[src/rtl/ddr3_upload_arb.sv]
// rtl/ddr3_upload_arb.sv - round-robin arbiter sharing one DDR3 upload port among N_REQ requesters
//
// Requesters: 0 = debug dump, 1 = SRAM save, 2 = config dump (N_REQ 2..4).
// Optional feature macro: UPLOAD_ARB_TIMEOUT_EN (16-bit per-session idle watchdog).
//
// Ports:
//   clk          system clock, rising edge
//   reset        asynchronous active-low reset
//   req_upload   per-requester session request, held for the whole transfer
//   req_wr       per-requester single-cycle write strobe
//   req_addr     per-requester 28-bit byte address, requester g at [g*28 +: 28]
//   req_din      per-requester 8-bit data, requester g at [g*8 +: 8]
//   req_ready    per-requester permission to strobe (combinational, owner only)
//   ddr3_addr    shared port address (registered, holds between writes)
//   ddr3_din     shared port data (registered, holds between writes)
//   ddr3_upload  shared port session flag (registered)
//   ddr3_wr      shared port write pulse (registered, one cycle)
//   ddr3_ready   shared port ready
//   grant_id     current owner index, valid while busy
//   busy         high whenever the arbiter is not idle
//   timeout      sticky watchdog flag (constant 0 without the macro)

module ddr3_upload_arb #(
  parameter int N_REQ = 3
) (
  input  logic                 clk,
  input  logic                 reset,
  input  logic [N_REQ-1:0]     req_upload,
  input  logic [N_REQ-1:0]     req_wr,
  input  logic [N_REQ*28-1:0]  req_addr,
  input  logic [N_REQ*8-1:0]   req_din,
  output logic [N_REQ-1:0]     req_ready,
  output logic [27:0]          ddr3_addr,
  output logic [7:0]           ddr3_din,
  output logic                 ddr3_upload,
  output logic                 ddr3_wr,
  input  logic                 ddr3_ready,
  output logic [1:0]           grant_id,
  output logic                 busy,
  output logic                 timeout
);

  typedef enum logic [1:0] {
    S_IDLE,
    S_GRANT,
    S_WRITE,
    S_RELEASE
  } state_t;

  state_t      state, state_nxt;
  logic [1:0]  last_grant, last_grant_nxt;
  logic [1:0]  grant_nxt;
  logic        upload_nxt;
  logic        wr_nxt;
  logic [27:0] addr_nxt;
  logic [7:0]  din_nxt;

  // Owner view of the requester buses.
  logic [N_REQ-1:0] owner_sel;
  logic             owner_upload;
  logic             owner_wr;
  logic [27:0]      owner_addr;
  logic [7:0]       owner_din;

  // Round-robin pick.
  logic [N_REQ-1:0] eligible;
  logic [1:0]       pick;
  logic             pick_valid;
  int               rr_idx;

`ifdef UPLOAD_ARB_TIMEOUT_EN
  logic [15:0]      idle_cnt, idle_cnt_nxt;
  logic             timeout_q, timeout_nxt;
  // A requester that timed out is ignored until it lowers req_upload.
  logic [N_REQ-1:0] stalled, stalled_nxt;

  assign eligible = req_upload & ~stalled;
  assign timeout  = timeout_q;
`else
  assign eligible = req_upload;
  assign timeout  = 1'b0;
`endif

  assign busy = (state != S_IDLE);

  always_comb begin
    owner_sel    = '0;
    owner_upload = 1'b0;
    owner_wr     = 1'b0;
    owner_addr   = '0;
    owner_din    = '0;
    for (int g = 0; g < N_REQ; g++) begin
      if (grant_id == 2'(g)) begin
        owner_sel[g] = 1'b1;
        owner_upload = req_upload[g];
        owner_wr     = req_wr[g];
        owner_addr   = req_addr[g*28 +: 28];
        owner_din    = req_din[g*8 +: 8];
      end
    end
  end

  assign req_ready = owner_sel & req_upload & {N_REQ{(state == S_GRANT) && ddr3_ready}};

  // Scan from last_grant+1 so the previous owner is considered last.
  always_comb begin
    pick       = '0;
    pick_valid = 1'b0;
    rr_idx     = 0;
    for (int i = 1; i <= N_REQ; i++) begin
      rr_idx = (int'(last_grant) + i) % N_REQ;
      if (!pick_valid && eligible[rr_idx]) begin
        pick       = 2'(rr_idx);
        pick_valid = 1'b1;
      end
    end
  end

  always_comb begin
    state_nxt      = state;
    grant_nxt      = grant_id;
    last_grant_nxt = last_grant;
    upload_nxt     = ddr3_upload;
    wr_nxt         = 1'b0;
    addr_nxt       = ddr3_addr;
    din_nxt        = ddr3_din;
`ifdef UPLOAD_ARB_TIMEOUT_EN
    idle_cnt_nxt   = idle_cnt;
    timeout_nxt    = timeout_q;
    stalled_nxt    = stalled & req_upload;
`endif
    case (state)
      S_IDLE: begin
        if (pick_valid) begin
          grant_nxt  = pick;
          upload_nxt = 1'b1;
          state_nxt  = S_GRANT;
`ifdef UPLOAD_ARB_TIMEOUT_EN
          idle_cnt_nxt = '0;
`endif
        end
      end
      S_GRANT: begin
        // The write is checked before the drop so a strobe on the same
        // cycle as the owner lowering req_upload still reaches DDR3.
        if (owner_wr && ddr3_ready) begin
          addr_nxt  = owner_addr;
          din_nxt   = owner_din;
          wr_nxt    = 1'b1;
          state_nxt = S_WRITE;
`ifdef UPLOAD_ARB_TIMEOUT_EN
          idle_cnt_nxt = '0;
`endif
        end else if (!owner_upload) begin
          upload_nxt     = 1'b0;
          last_grant_nxt = grant_id;
          state_nxt      = S_RELEASE;
        end
`ifdef UPLOAD_ARB_TIMEOUT_EN
        else if (idle_cnt == 16'hFFFF) begin
          timeout_nxt    = 1'b1;
          upload_nxt     = 1'b0;
          last_grant_nxt = grant_id;
          stalled_nxt    = (stalled & req_upload) | owner_sel;
          state_nxt      = S_RELEASE;
        end else if (!owner_wr) begin
          idle_cnt_nxt = idle_cnt + 16'd1;
        end
`endif
      end
      S_WRITE: begin
        state_nxt = S_GRANT;
      end
      S_RELEASE: begin
        state_nxt = S_IDLE;
      end
      default: begin
        state_nxt = S_IDLE;
      end
    endcase
  end

  always_ff @(posedge clk or negedge reset) begin
    if (!reset) begin
      state       <= S_IDLE;
      grant_id    <= '0;
      last_grant  <= 2'(N_REQ - 1);
      ddr3_upload <= 1'b0;
      ddr3_wr     <= 1'b0;
      ddr3_addr   <= '0;
      ddr3_din    <= '0;
    end else begin
      state       <= state_nxt;
      grant_id    <= grant_nxt;
      last_grant  <= last_grant_nxt;
      ddr3_upload <= upload_nxt;
      ddr3_wr     <= wr_nxt;
      ddr3_addr   <= addr_nxt;
      ddr3_din    <= din_nxt;
    end
  end

`ifdef UPLOAD_ARB_TIMEOUT_EN
  always_ff @(posedge clk or negedge reset) begin
    if (!reset) begin
      idle_cnt  <= '0;
      timeout_q <= 1'b0;
      stalled   <= '0;
    end else begin
      idle_cnt  <= idle_cnt_nxt;
      timeout_q <= timeout_nxt;
      stalled   <= stalled_nxt;
    end
  end
`endif

endmodule

[config.mk]
export PLATFORM = sky130hd
export DESIGN_NAME = ddr3_upload_arb
export DESIGN_NICKNAME = d
export VERILOG_FILES = /design/src/rtl/ddr3_upload_arb.sv
export SDC_FILE = /design/constraint.sdc
export NUM_CORES = 1
export LEC_CHECK = 0
export CAP_MARGIN = 5
export CORE_MARGIN = 2
export CORE_UTILIZATION = 40
export CTS_CLUSTER_DIAMETER = 100
export DETAILED_ROUTE_END_ITERATION = 7
export GPL_TIMING_DRIVEN = 0
export PLACE_DENSITY = 0.95
export SLEW_MARGIN = 20
export SYNTH_ARGS = -nofsm -noshare
export SYNTH_HDL_FRONTEND = slang
export SYNTH_SLANG_ARGS = --single-unit
[constraint.sdc]
create_clock -name clk -period 4.4 [get_ports clk]
set_input_delay 1.1 -clock clk [delete_from_list [all_inputs] [get_ports clk]]
set_output_delay 1.1 -clock clk [all_outputs]
set_load 0.05 [all_outputs]
**Yosys cells after proc, flatten, opt, wreduce, memory -nomap -nowiden**

Cells that the tools add are included.

- Divide/modulo/power cells: 3
- Bitwise gates (word level): 4
- Order comparisons: 3
- Reductions and logical operators: 15
- Equality and inequality tests: 9
- Add/subtract/negate cells: 3
- Muxes and demuxes: 40

Operators with widths:

| cell | number |
|---|---|
| less-than comparator 32 x 4 -> 1 bit, second input constant | 3 |
| modulo 32 x 3 -> 32 bit, second input constant | 3 |
| two-way mux 28 bit | 3 |
| two-way mux 8 bit | 3 |
| two-way mux 1 bit | 23 |
| two-way mux 2 bit | 6 |
| one-hot mux 2 bit (4 select lines) | 1 |
| adder 2 x 2 -> 3 bit, second input constant | 2 |
| AND 3 bit | 2 |
| binary-select mux 1 bit (select 2 bit) | 3 |
| == test 2 bit, second input constant | 3 |
| inequality test 2 bit, second input constant | 3 |
| AND reduction 2 bit | 3 |
| == test 2 x 1 -> 1 bit, second input constant | 2 |
| logical AND 1 bit | 4 |
| logical NOT 2 bit | 2 |
| AND reduction 4 bit | 1 |
| nonzero test 2 bit | 2 |
| adder 2 x 1 -> 3 bit, second input constant | 1 |
| inequality test 3 x 2 -> 1 bit, second input constant | 1 |
| AND reduction 3 bit | 1 |
| logical NOT 1 bit | 2 |
| NOT 1 bit | 2 |
| one-hot mux 1 bit (2 select lines) | 1 |

- Flip-flop bits (word level): 44
- Input port bits: 117
- Output and inout port bits: 45
- Word-level logic and storage cells: 84

**Longest topological paths before layout**

- Word-level depth: 14
- Mapped depth: 7
- Depth with buffers taken out: 6

**Worst setup path before layout**

OpenSTA, ideal clock, no wires.

- Path kind: in2out
- Start: in ddr3_ready
- End: out req_ready[0]
- Data required time: 3.300 ns
- Arrival time: 2.830 ns
- Slack: 0.470 ns
- Buffers on the path: 0
- Cell stages on the path: 2
- Cell sequence: nand2_1 > nor4b_1

- Longest elaborated chain between the ends: 2

RTL lines:

| element | RTL line | text |
|---|---|---|
| start: declaration | 37 | `input logic ddr3_ready,` |
| logical AND 1 bit | 103 | `assign req_ready = owner_sel & req_upload & {N_REQ{(state == S_GRANT) && ddr3_ready}};` |
| AND 3 bit | 103 |  |
| end: declaration | 32 | `output logic [N_REQ-1:0] req_ready,` |

No other way between the ends.

**Worst setup path in the final report**

Same ends and word-level chain as after synthesis.

==> flow_summary.yaml <==
floorplan:
  rows: 30
  fp.dieH_microns: 86.7
  die_area_sq_um: 7520
  initial_core_util: 0.408
  core_region_area_sq_um: 6720
  die_w_microns: 86.7
  ios: 162
final_layout:
  antennaDiodeCount: 0
  drive_above_1_share: 0.114
  area_growth_pct: 67.3
  nNetsFinal: 549
  layout_commonest_cell: "clkdlybuf4s50_1"
  num-fill-cells: 520
  final_cells: 510
  layout_common_cells: "clkdlybuf4s50_1 (159), dfrtp_1 (43), nand2_1 (42)"
timing:
  tightest_slew_ns: 0.760
  slew_violations: 0
  hold_viol: 0
  period_share: 0.934
  fmax_ghz: 0.243
  finalWorstPathRequiredPeriod_ns: 4.11
  finalSetupViolations: 0
  rsz0062_at_grt: "false"
  fin_setup_tns_ns: 0
  slew_headroom: 0.493
  fin_skew_ns: 0.00700
critical_path:
  cp_max_fo: 4
  worstPathRequired_ns: 3.30
  endpoint_kind: "primary output"
  criticalPathCategory: "in2out"
  cp.arrival_ns: 3.01
  start_kind: "input port"
synth:
  synth_top_area_frac: 0.393
  synth_largest_area_cell: "dfrtp_1"
  synth.ff_latch_count: 44
  ys.flop_type: "dfrtp_1"
  synth_edf_count: 0
  yosysWarnings: 0
  ys_top_cells_by_area: "dfrtp_1 (39%), mux2i_1 (15%), mux2_4 (11%)"
  syn_nets: 381
  synthCells: 261
  synth_area_per_cell_sq_um: 10.5
  seq_area_frac_synth: 0.402
  yosysUniqueCellTypes: 35
  syn_area_sq_um: 2740
  ys_async_sr_fraction: 1.00
route:
  vias: 2648
  vias_per_cell: 5.19
  postRouteAntennaNets: 0
  drc: 0
  drt-pass1-iter-count: 4
  routedWlPerCell_microns: 16.4
  drtIter0Drc: 83
  routed_wl_microns: 8370
place:
  dp_hpwl_microns: 6740
  dp_cells: 502
  portBuffers: 160
  gp_congestion: 0.890
clock_network:
  clk_latency_ns: 0.30
  post_cts_resized: 0
  cts.sinks: 44
  cts.clk_slew.worst_paths_ns: 0.08
  ctsHoldBuffers: 0
  numCtsBuffers: 5
  cts_tree: "built"
  cts.path.max_buffers: 2
  cts-htree-levels: 2
  post_cts_buffers: 0
  root_buffer: "clkbuf_8"
outcome:
  outcome: "complete, no violations"
job:
  cap_violations: 0
hold_path:
  min_path_type: "reg2reg"
grt:
  track_usage: 0.222
  grt_pass1_wl_microns: 13000
  grt_max_degree: 28
  grt_pass1_vias: 2700
  grt_overflow: 0
  antenna_found_initial: 0
power:
  peakVddDrop_mv: 0.280
  p_leak_nw: 2.02
  totalPowerFinal_w: 0.00317
  power.density_nw_per_um2: 691
[path summary, 6_finish.rpt]
kind / start / depth (start not counted) / end / slack, ns
worst max-delay path: ddr3_ready / 4 / req_ready[0] / 0.29
worst min-delay path: ddr3_addr[12] / 1 / ddr3_addr[12] / 0.50
worst min register to register: ddr3_addr[12] / 1 / ddr3_addr[12] / 0.50
worst max register to register: grant_id[1] / 5 / last_grant[1] / 2.33
min in group asynchronous: reset / 1 / ddr3_din[5] / 0.73
max in group asynchronous: reset / 2 / last_grant[1] / 3.08
[where the power goes]
part           internal (W)  switching, W
logic              0.000870       0.00124
registers          0.000601      0.000114
clock network      0.000200      0.000137
total               0.00167       0.00149
[synthesized netlist by cell type (3+ instances only)]
cell and instances:
mux2i_1 40, a21oi_1 4, o21ai_0 38, nand2b_1 3
nand2_1 42, a211oi_1 3, dfrtp_1 43, ha_1 3
buf_2 3, nor2b_1 3, clkbuf_1 8, buf_6 3
mux2_2 8, mux2_1 9, inv_1 6, mux2_4 20
[logic make-up (layout without fill, tap and decap cells)]
kind of cell | count (synthesis) | count (layout) | share of synthesized area
compound gates | 56 | 56 | 0.119
fa+ha+maj | 3 | 3 | 0.0137
buf+inv | 24 | 193 | 0.0452
flops | 44 | 44 | 0.402
mux | 77 | 77 | 0.326
other cells | 1 | 1 | 0.00137
simple gates | 56 | 56 | 0.0927
[worst max-delay path, cell delays in order]
cell	delay (ns)
clkdlybuf4s50_1	0.58
nand2_1	0.13
nor4b_1	0.32
clkdlybuf4s50_1	0.88
[per-layer routing]
metal | GRT usage | vias to the layer above | share of wire
met4 | 0.0668 | 0 | 0.019
met1 | 0.251 | 1270 | 0.39
li1 | - | 1262 | -
met2 | 0.417 | 103 | 0.54
met3 | 0.0448 | 13 | 0.058
met5 | 0 | - | 0
[final cells by class]
class / instances / area (sq um) / area share
clock inverter: 1 / 30.0 / 0.00655
sequential: 44 / 1100 / 0.241
timing repair buffer: 161 / 1620 / 0.353
inverter: 6 / 22.5 / 0.00492
buffer: 18 / 101 / 0.0221
clock buffer: 7 / 96.3 / 0.0210
tap: 80 / 100 / 0.0218
multi-input combinational: 193 / 1510 / 0.330
[sequential cells by signal, summed over array words and instances (netlist names)]
register / flops
ddr3_upload: 1
state: 2
ddr3_din: 8
grant_id: 2
last_grant: 2
ddr3_addr: 28
ddr3_wr: 1
[stage by stage]
step	utilization	setup slack (ns)	area (sq um)	hold WS, ns
2_1_floorplan	-	0.470	2740	0.452
3_3_place_gp	0.661	0.263	4440	0.474
3_5_place_dp	0.663	0.289	4460	0.486
4_1_cts	0.682	0.280	4580	0.503
5_1_grt	0.682	0.275	4580	0.524
6_report	0.682	0.290	4580	0.498
Note: power is estimated with default switching activity, not from simulation.
